## src/rtl/dma_copy_engine_pkg.sv

```systemverilog
// -----------------------------------------------------------------------------
// dma_copy_engine_pkg
//   Shared definitions for the DMA copy engine and the secure-memory monitor
//   hardware: FSM state encoding, protected-region defaults and the DMA
//   write-enable codes.
// -----------------------------------------------------------------------------
package dma_copy_engine_pkg;

  // Copy engine FSM states.
  typedef enum logic [2:0] {
    S_IDLE  = 3'd0,
    S_READ  = 3'd1,
    S_RDATA = 3'd2,
    S_WRITE = 3'd3,
    S_DONE  = 3'd4,
    S_ERR   = 3'd5
  } dma_state_t;

  // Protected secure-memory region (byte addresses).
  localparam logic [15:0] SMEM_BASE_DEFAULT = 16'hE000;
  localparam logic [15:0] SMEM_SIZE_DEFAULT = 16'h1000;

  // DMA byte write enables.
  localparam logic [1:0] DMA_WE_READ = 2'b00;
  localparam logic [1:0] DMA_WE_WORD = 2'b11;

endpackage

```

## src/rtl/smem_range_check.sv

```systemverilog
// -----------------------------------------------------------------------------
// smem_range_check
//   Combinational test of whether a word address falls inside the protected
//   byte range [BASE, BASE+SIZE-1].
//   Ports:
//     i_word_addr  in  15  word address (byte address [15:1])
//     o_hit        out 1   address lies in the protected region
// -----------------------------------------------------------------------------
module smem_range_check
  import dma_copy_engine_pkg::*;
#(
  parameter logic [15:0] BASE = SMEM_BASE_DEFAULT,
  parameter logic [15:0] SIZE = SMEM_SIZE_DEFAULT
) (
  input  logic [14:0] i_word_addr,
  output logic        o_hit
);

  // 17-bit compare so a region ending at the top of memory (BASE+SIZE ==
  // 0x10000) does not wrap to zero and disable the check.
  logic [16:0] w_byte_addr;
  logic [16:0] w_lo;
  logic [16:0] w_hi_excl;

  assign w_byte_addr = {1'b0, i_word_addr, 1'b0};
  assign w_lo        = {1'b0, BASE};
  assign w_hi_excl   = {1'b0, BASE} + {1'b0, SIZE};
  assign o_hit       = (w_byte_addr >= w_lo) && (w_byte_addr < w_hi_excl);

endmodule

```

## src/rtl/dma_copy_engine.sv

```systemverilog
// -----------------------------------------------------------------------------
// dma_copy_engine
//   Copies len 16-bit words from src_addr to dst_addr in ascending order, one
//   read then one write per word, over a single-access DMA port. Any access
//   that would touch the secure-memory region is suppressed and the copy ends
//   with the sticky err flag set.
//   Ports:
//     clk, reset_n            clock, asynchronous active-low reset
//     start                   one-cycle copy request (accepted only in IDLE)
//     src_addr, dst_addr      byte addresses (bit 0 ignored)
//     len                     number of words
//     busy, done, err         status: in progress, completion pulse, sticky error
//     dma_addr/en/we/din      DMA request (word address, enable, byte WE, data)
//     dma_dout                read data, valid the cycle after an accepted read
//     dma_ready, dma_resp     access accepted, error response
// -----------------------------------------------------------------------------
module dma_copy_engine
  import dma_copy_engine_pkg::*;
#(
  parameter logic [15:0] SMEM_BASE = SMEM_BASE_DEFAULT,
  parameter logic [15:0] SMEM_SIZE = SMEM_SIZE_DEFAULT
) (
  input  logic        clk,
  input  logic        reset_n,
  input  logic        start,
  input  logic [15:0] src_addr,
  input  logic [15:0] dst_addr,
  input  logic [15:0] len,
  output logic        busy,
  output logic        done,
  output logic        err,
  output logic [14:0] dma_addr,
  output logic        dma_en,
  output logic [1:0]  dma_we,
  output logic [15:0] dma_din,
  input  logic [15:0] dma_dout,
  input  logic        dma_ready,
  input  logic        dma_resp
);

  dma_state_t  r_state;
  dma_state_t  w_next;
  logic [15:0] r_src;
  logic [15:0] r_dst;
  logic [15:0] r_cnt;
  logic [15:0] r_buf;
  logic        r_err;

  logic [14:0] w_chk_addr;
  logic        w_prot;
  logic        w_access;
  logic        w_write_ok;

  // One shared range checker: the write phase checks the destination, every
  // other state checks the source.
  assign w_chk_addr = (r_state == S_WRITE) ? r_dst[15:1] : r_src[15:1];

  smem_range_check #(
    .BASE (SMEM_BASE),
    .SIZE (SMEM_SIZE)
  ) u_range_check (
    .i_word_addr (w_chk_addr),
    .o_hit       (w_prot)
  );

  // A protected address is caught in the access state itself, so dma_en is
  // never raised for it.
  assign w_access   = ((r_state == S_READ) || (r_state == S_WRITE)) && !w_prot;
  assign w_write_ok = (r_state == S_WRITE) && !w_prot && dma_ready && !dma_resp;

  // Next-state logic.
  // NOTE: w_next gets a default before the case so no path leaves it
  // unassigned, which would otherwise infer a latch.
  always_comb begin
    w_next = r_state;
    unique case (r_state)
      S_IDLE: begin
        if (start) w_next = (len == 16'd0) ? S_DONE : S_READ;
      end
      S_READ: begin
        if (w_prot)         w_next = S_ERR;
        else if (dma_ready) w_next = dma_resp ? S_ERR : S_RDATA;
      end
      S_RDATA: w_next = S_WRITE;
      S_WRITE: begin
        if (w_prot)         w_next = S_ERR;
        else if (dma_ready) begin
          if (dma_resp)                w_next = S_ERR;
          else if (r_cnt == 16'd1)     w_next = S_DONE;
          else                         w_next = S_READ;
        end
      end
      S_DONE:  w_next = S_IDLE;
      S_ERR:   w_next = S_IDLE;
      default: w_next = S_IDLE;
    endcase
  end

  // Outputs decode from the state only, so an asynchronous reset to IDLE
  // clears them immediately, even mid-transfer.
  always_comb begin
    busy     = (r_state == S_READ) || (r_state == S_RDATA) || (r_state == S_WRITE);
    done     = (r_state == S_DONE) || (r_state == S_ERR);
    err      = r_err;
    dma_en   = w_access;
    dma_we   = ((r_state == S_WRITE) && !w_prot) ? DMA_WE_WORD : DMA_WE_READ;
    dma_addr = 15'd0;
    dma_din  = 16'd0;
    if (r_state == S_READ) dma_addr = r_src[15:1];
    if (r_state == S_WRITE) begin
      dma_addr = r_dst[15:1];
      dma_din  = r_buf;
    end
  end

  // NOTE: state registers use non-blocking assignments so every flop samples
  // the pre-edge values regardless of statement order.
  always_ff @(posedge clk or negedge reset_n) begin
    if (!reset_n) begin
      r_state <= S_IDLE;
      r_src   <= 16'd0;
      r_dst   <= 16'd0;
      r_cnt   <= 16'd0;
      r_buf   <= 16'd0;
      r_err   <= 1'b0;
    end else begin
      r_state <= w_next;
      if ((r_state == S_IDLE) && start) begin
        r_src <= src_addr;
        r_dst <= dst_addr;
        r_cnt <= len;
        r_err <= 1'b0;
      end
      if (r_state == S_RDATA) r_buf <= dma_dout;
      // Addresses wrap modulo 2^16; a failed write leaves them untouched.
      if (w_write_ok) begin
        r_src <= r_src + 16'd2;
        r_dst <= r_dst + 16'd2;
        r_cnt <= r_cnt - 16'd1;
      end
      if (w_next == S_ERR) r_err <= 1'b1;
    end
  end

endmodule

```

## config.mk

```make
export PLATFORM = sky130hd
export DESIGN_NAME = dma_copy_engine
export DESIGN_NICKNAME = d
export VERILOG_FILES = /design/src/rtl/dma_copy_engine_pkg.sv /design/src/rtl/smem_range_check.sv /design/src/rtl/dma_copy_engine.sv
export SDC_FILE = /design/constraint.sdc
export NUM_CORES = 1
export LEC_CHECK = 0
export BUFFER_PORTS_ARGS = -buffer_cell sky130_fd_sc_hd__buf_2
export CORE_ASPECT_RATIO = 0.6
export CORE_MARGIN = 3
export CORE_UTILIZATION = 34
export DETAILED_ROUTE_END_ITERATION = 12
export SYNTH_ARGS = -nofsm -noshare
export SYNTH_HDL_FRONTEND = slang
export SYNTH_HIERARCHICAL = 1
export SYNTH_SLANG_ARGS = --single-unit
```

## constraint.sdc

```tcl
create_clock -name clk -period 3.8 [get_ports clk]
set_input_delay 0.57 -clock clk [delete_from_list [all_inputs] [get_ports clk]]
set_output_delay 0.57 -clock clk [all_outputs]
set_load 0.03 [all_outputs]
```

Word-level counts from Yosys, hierarchy flattened
Cells that the tools add are included.

cells by class
  muxes and demuxes = 23
  add/subtract/negate cells = 3
  equal/unequal tests = 7
  order comparisons = 2
  reduce and logical (&&, ||, !) cells = 16

operator list
  cell                     count
  $mux W16                 7
  $mux W15                 3
  $add A16 B2 Y16 const B  2
  $mux W3                  9
  $eq A16 B1 Y1 const B    1
  $ge A16 B16 Y1 const B   1
  $logic_not A16 Y1        1
  $lt A16 B16 Y1 const B   1
  $sub A16 B1 Y16 const B  1
  $pmux W3 S4              1
  $eq A3 B3 Y1 const B     3
  $eq A3 B2 Y1 const B     2
  $logic_and A1 B1 Y1      6
  $logic_or A1 B1 Y1       4
  $reduce_bool A2 Y1       2
  $eq A3 B1 Y1 const B     1
  $logic_not A3 Y1         1
  $logic_not A1 Y1         2
  $mux W1                  2
  $mux W2                  1

storage, ports and cells
  output and inout bits = 37
  bits in registers = 68

Longest topological paths before layout
Gate-level depths: netlist of the first run.

  depth in word-level cells = 9
  depth in mapped cells = 13
  depth with buffers taken out = 8

Cells and area by module
The synthesis of the first run kept the hierarchy.

by module, submodules not included
  module            sequential area each (sq um)  cells an instance  times used  area an instance (sq um)
  dma_copy_engine   1,651.6                       462                1           4,160.2
  smem_range_check  0.0                           1                  1           10.0

Worst setup path before layout of the first run
No wires, ideal clock.

  path kind = reg-to-reg
  start = register r_state[0]
  end = register r_dst[10]
  clock period less this slack = 2.686 ns
  slack = 1.114 ns
  arrival time = 2.562 ns
  cell stages (with the launch flop) = 13
  cells stage by stage = dfrtp_1 buf_4 and3b_1 clkbuf_1 clkbuf_1 nand2_1 nand2_1 and4b_1 nand4bb_1 buf_4 nor4_4 a31oi_1 a211o_1

on the way
  word-level cells in the longest chain between the ends = 9

ends and longest elaborated chain
  what                                              line                    RTL
  start, declared                                   dma_copy_engine.sv:41   dma_state_t r_state;
  start signal, assigned                            dma_copy_engine.sv:127  r_state <= w_next;
  $eq A3 B2 Y1 (*)                                  dma_copy_engine.sv:56   assign w_chk_addr = (r_state == S_WRITE) ? r_dst[15:1] : r_src[15:1];
  $mux W15 (*)                                      dma_copy_engine.sv:56
  named net w_chk_addr[11]                          dma_copy_engine.sv:49   logic [14:0] w_chk_addr;
  $ge A16 B16 Y1 or $lt A16 B16 Y1 (tied branches)  smem_range_check.sv:28  assign o_hit = (w_byte_addr >= w_lo) && (w_byte_addr < w_hi_excl);
  $logic_and A1 B1 Y1 (*)                           smem_range_check.sv:28
  named net w_prot                                  dma_copy_engine.sv:50   logic w_prot;
  $logic_not A1 Y1 (*)                              dma_copy_engine.sv:69   assign w_write_ok = (r_state == S_WRITE) && !w_prot && dma_ready && !dma_resp;
  $logic_and A1 B1 Y1 (*) (3 in series)             dma_copy_engine.sv:69
  $mux W16 or $reduce_bool A2 Y1 (tied branches)    -
  end signal, assigned                              dma_copy_engine.sv:130  r_dst <= dst_addr;
  end signal, assigned                              dma_copy_engine.sv:138  r_dst <= r_dst + 16'd2;
  end, declared                                     dma_copy_engine.sv:44   logic [15:0] r_dst;

Mark *: on every way through the listed nets, which the timed path passes. The rest lies on a longest branch.
A chain may end at the register's enable or synchronous reset.

Worst setup path after layout of the first run
  start = register r_state[2]
  end = register r_dst[10]

The elaborated chain is that of the path after synthesis.

==> flow_metrics.tcl, run 1 <==
set metrics [dict create \
    clock-sinks 66 \
    die_h_um 90.6 \
    startpoint_type "flop" \
    cts_made_buffers 9 \
    grt_pass1_wl_mm 19.3 \
    drc 0 \
    initial_core_util 0.354 \
    cts.clk_slew.worst_paths_ps 60 \
    rr_worst_depth 9 \
    io_pins 106 \
    dr.pass1.iters 5 \
    fin_tns_setup_ps 0 \
    power_mw 4.41 \
    final_nets 594 \
    seqPwrFrac 0.329 \
    diodes 0 \
    maxSlewViolCount 0 \
    final.min_clock_period_ps 2840 \
    clockRootBuffer "clkbuf_16" \
    drive_gt1_frac 0.308 \
    ant_nets 0 \
    period_share 0.748 \
    vdd_drop_max_mv 0.369 \
    viasPerCell 5.44 \
    cts.repair.resized 0 \
    gp_congestion 0.838 \
    leakage_nw 2.23 \
    p_clk_frac 0.208 \
    area_growth_pct 22.8 \
    wl_per_cell_um 17.1 \
    worstSkewPairLatency_ps 340 \
    hp-class "primary input to async pin" \
    status "finished, final reports clean" \
    combPwrFrac 0.463 \
    finalHoldViolations 0 \
    overflow 0 \
    syn-num-nets 506 \
    holdBufCountCts 0 \
    grt_antenna_before_repair 0 \
    tritoncts "built" \
    synthCells 433 \
    cts_setup_buffers 0 \
    p_switching_mw 1.99 \
    powerDensity_nw_per_um2 885 \
    grt_use_total 0.180 \
    max_slew_margin 0.209 \
    tightest_slew_ps 1180 \
    routed_wl_mm 11.7 \
    cp.required_ps 4020 \
    switching_share 0.452 \
    utilization 0.435 \
    worstSetupPathType "flop to flop" \
    grt_max_degree 37 \
    design.die.area_um2 13300 \
    fmax_ghz 0.352 \
    vias 3730 \
    die_w_um 147 \
    portBuffers 103 \
    finalSetupViolCount 0 \
    hold_slack_ps 143 \
    synth.avg_cell_area_um2 9.36 \
    internal_power_mw 2.42 \
    num_rows 30 \
    cp.arrival_ps 3070 \
    end_kind "flop" \
    syn_area_um2 4050 \
    cap_viol_max_count 0 \
    yosysWarnings 6 \
    fin_skew_ps 5.87 \
    rsz0062_at_grt "no" \
    clockBufferDepth 2 \
    h-tree-depth 3 \
    hpwl_mm 8.72 \
    first_global_vias 3542 \
    core_area_um2 11400 \
    cp_max_fo 11 \
    drt-initial-drc-count 248 \
]
state kept, by name, summed over array words and instances, names as in the netlist:
register and count:
r_buf 16, r_dst 15, err 1, r_src 15, r_cnt 16, r_state 3
placed cells by master (no fill, tap or decap), types with 4 or more instances in the layout:
master	instances
buf_2	103
dfrtp_1	66
nor2_1	49
nand2_1	44
nand3_1	20
mux2i_1	16
and2_1	16
mux2_2	16
a211oi_1	15
o211ai_1	12
nor3_1	11
and3_1	10
nor4_1	9
clkbuf_16	9
o21ai_0	8
nand4_1	8
a221o_1	8
buf_4	8
a21oi_1	7
inv_1	6
or3_1	5
o22ai_1	4
a21o_1	4
a311oi_1	4
ha_1	4
routing by layer:
| layer | GRT usage | wire, µm | vias to the layer above |
|---|---|---|---|
| met3 | 0.0496 | 802 | 9 |
| met2 | 0.239 | 4570 | 130 |
| li1 | - | - | 1799 |
| met4 | 0.0341 | 89 | 0 |
| met5 | 0 | 0 | - |
| met1 | 0.287 | 6260 | 1792 |
critical path: stages (launching register included):
cell       delay [ps]
dfrtp_1           510
and3b_1           370
nand2_1            70
nand2_1            60
and4b_1           250
nand4bb_1         210
buf_4             220
nor4_4            630
a31oi_1           160
a211o_1           240
power groups by stage:
stage	registers [mW]	clock network, mW	logic (mW)
after global routing	1.51	0.968	2.25
after detailed placement	1.44	0	2.05
final	1.45	0.917	2.04
after CTS	1.44	0.934	2.05
after floorplan	1.28	0	1.67
after global placement	1.43	0	2.01
per-stage QoR:
stage | cell area [µm²] | cells | worst slack [ps]
after floorplan | 4050 | 433 | 1260
after global placement | 4650 | 670 | 1090
after detailed placement | 4650 | 670 | 995
after CTS | 4980 | 686 | 974
after global routing | 4980 | 686 | 722
final | 4980 | 686 | 958
area by class of cell:
cell class                 count  area [µm²]
timing repair buffer         111         576
inverter                       6        22.5
tap                          160         200
clock inverter                 6        90.1
sequential                    66        1650
fill                        1137        6470
clock buffer                  10         239
multi-input combinational    327        2200
worst paths after layout:
kind / startpoint / to / slack [ps]
hold / removal: reset_n / r_dst[11]$_DFFE_PN0P_ / 140
setup / recovery: r_state[2]$_DFF_PN0_ / r_dst[10]$_DFFE_PN0P_ / 960
hold reg to reg: err$_DFFE_PN0P_ / err$_DFFE_PN0P_ / 480
min in group clk: src_addr[6] / r_src[6]$_DFFE_PN0P_ / 440
max in group asynchronous: reset_n / r_dst[2]$_DFFE_PN0P_ / 2880
setup reg to reg: r_state[2]$_DFF_PN0_ / r_dst[10]$_DFFE_PN0P_ / 960
Power figures use the tool's default switching activity.
==> run 2, diff against run 1 <==
==> constraint.sdc (replaced) <==
create_clock -name clk -period 2.5 [get_ports clk]
set_input_delay 0.375 -clock clk [delete_from_list [all_inputs] [get_ports clk]]
set_output_delay 0.375 -clock clk [all_outputs]
set_load 0.03 [all_outputs]
==> run 2 against run 1 <==
Against the previous run:
- maximum frequency up 20%
- sequential share of layout area shrank 1.2 points
- critical path depth up 1
- worst hold slack got worse by 93 ps
- register-to-register slack got worse by 820 ps
- combinational power is 63% higher
- die area is the same
- cell area up 3.8%
- core utilization increased by 1.7 points
- largest cell class unchanged
==> flow_metrics.tcl, run 2 (synthesis results as in run 1) <==
set metrics [dict create \
    status "finished, final reports clean" \
    powerDensity_nw_per_um2 1300 \
    fmax_ghz 0.424 \
    cp_max_fo 10 \
    holdBufCountCts 0 \
    drc 0 \
    die_w_um 147 \
    hp-class "primary input to async pin" \
    cts.clk_slew.worst_paths_ps 60 \
    reg_top3 "r_buf x16, r_cnt x16" \
    startpoint_type "flop" \
    dr.pass1.iters 4 \
    drive_gt1_frac 0.345 \
    grt_use_total 0.191 \
    path_cells "and3b_2 -> nand2_1 -> nand2_1 -> and4b_1 -> nand4bb_4 -> buf_12 -> nor4_4 -> buf_4 -> and4b_1 -> a211o_1" \
    cp.required_ps 2730 \
    fin_tns_setup_ps 0 \
    grt_pass1_wl_mm 20.4 \
    tritoncts "built" \
    finalHoldViolations 0 \
    h-tree-depth 3 \
    cap_viol_max_count 0 \
    clockBufferDepth 2 \
    core_area_um2 11400 \
    viasPerCell 5.43 \
    clockRootBuffer "clkbuf_16" \
    place_area_um2 4830 \
    period_share 0.944 \
    end_kind "flop" \
    crit_path_top_delay_cell "dfrtp_2" \
    hpwl_mm 9.10 \
    rsz0062_at_grt "no" \
    cts_made_buffers 9 \
    wl_per_cell_um 17.4 \
    ant_nets 0 \
    area_growth_pct 27.5 \
    clock-sinks 66 \
    vias 3852 \
    initial_core_util 0.354 \
    grt_antenna_before_repair 0 \
    grt_max_degree 67 \
    vdd_drop_max_mv 0.525 \
    leakage_nw 2.34 \
    fin_area_um2 5170 \
    maxSlewViolCount 0 \
    portBuffers 103 \
    worstSetupPathType "flop to flop" \
    first_global_vias 3825 \
    hold_slack_ps 50.2 \
    final_nets 618 \
    cpPeakStageDelay_ps 450 \
    diodes 0 \
    die_h_um 90.6 \
    finalSetupViolCount 0 \
    routed_wl_mm 12.3 \
    design.die.area_um2 13300 \
    tightest_slew_ps 748 \
    layout.cells.non_filler 710 \
    drt-initial-drc-count 360 \
    overflow 0 \
    final_cell_mix "buf_2 (103), dfrtp_1 (65), nor2_1 (49), nand2_1 (44), buf_4 (30)" \
    cp.arrival_ps 2590 \
    fin_skew_ps 7.22 \
    final.min_clock_period_ps 2360 \
    worstSkewPairLatency_ps 340 \
    gp_congestion 0.823 \
    num_rows 30 \
    io_pins 106 \
    max_slew_margin 0.497 \
    layout_commonest_cell "buf_2" \
    dp.cells 691 \
]
run 2: cell type report:
cell class | instances | area [µm²]
multi-input combinational | 327 | 2230
tap | 160 | 200
sequential | 66 | 1650
clock inverter | 7 | 55.1
inverter | 6 | 22.5
fill | 1132 | 6280
clock buffer | 9 | 225
timing repair buffer | 135 | 781
run 2: path summary, 6_finish.rpt:
| path | start | end | slack, ps | cells past startpoint |
|---|---|---|---|---|
| hold / removal | reset_n | r_dst[10]$_DFFE_PN0P_ | 50 | 2 |
| hold reg to reg | err$_DFFE_PN0P_ | err$_DFFE_PN0P_ | 480 | 1 |
| min in group clk | src_addr[6] | r_src[6]$_DFFE_PN0P_ | 240 | 3 |
| setup reg to reg | r_state[1]$_DFF_PN0_ | r_dst[10]$_DFFE_PN0P_ | 140 | 10 |
| max in group asynchronous | reset_n | r_state[1]$_DFF_PN0_ | 2130 | 2 |
| setup / recovery | r_state[1]$_DFF_PN0_ | r_dst[10]$_DFFE_PN0P_ | 140 | 10 |
run 2: power by group:
group          leakage [nW]  switching, mW  internal [mW]  total (mW)
sequential            0.784          0.600           1.59        2.19
combinational          1.42           2.00           1.33        3.32
clock                 0.132          0.513          0.677        1.19
total                  2.34           3.11           3.60        6.71
run 2: repair_timing:
item	in CTS	in global routing
endpoints found under the hold margin	0	0
pin swaps	1	4
setup buffers	0	3
setup endpoints to repair	1	39
resized for setup	0	7
run 2: through the flow:
| stage | power [mW] | setup slack (ps) | util |
|---|---|---|---|
| global route | 7.20 | 3.98 | 0.451 |
| finish | 6.71 | 141 | 0.451 |
| detailed placement | 5.47 | 18.4 | 0.422 |
| global placement | 5.37 | 150 | 0.422 |
| floorplan | 4.49 | 38.3 | - |
| CTS | 6.69 | 33.5 | 0.446 |
run 2: critical path: cells and delay by family (launching register included):
family | cells | cell delay [ps]
buffers and inverters | 2 | 360
AO/OA/AOI/OAI | 1 | 260
flip-flops | 1 | 450
AND/OR/NAND/NOR | 7 | 1170
run 2: layer usage:
| layer | track usage | vias up | routed length (µm) |
|---|---|---|---|
| met5 | 0 | - | 0 |
| met4 | 0.0566 | 0 | 99 |
| met3 | 0.0577 | 8 | 995 |
| met2 | 0.248 | 130 | 4890 |
| met1 | 0.298 | 1871 | 6350 |
| li1 | - | 1843 | - |
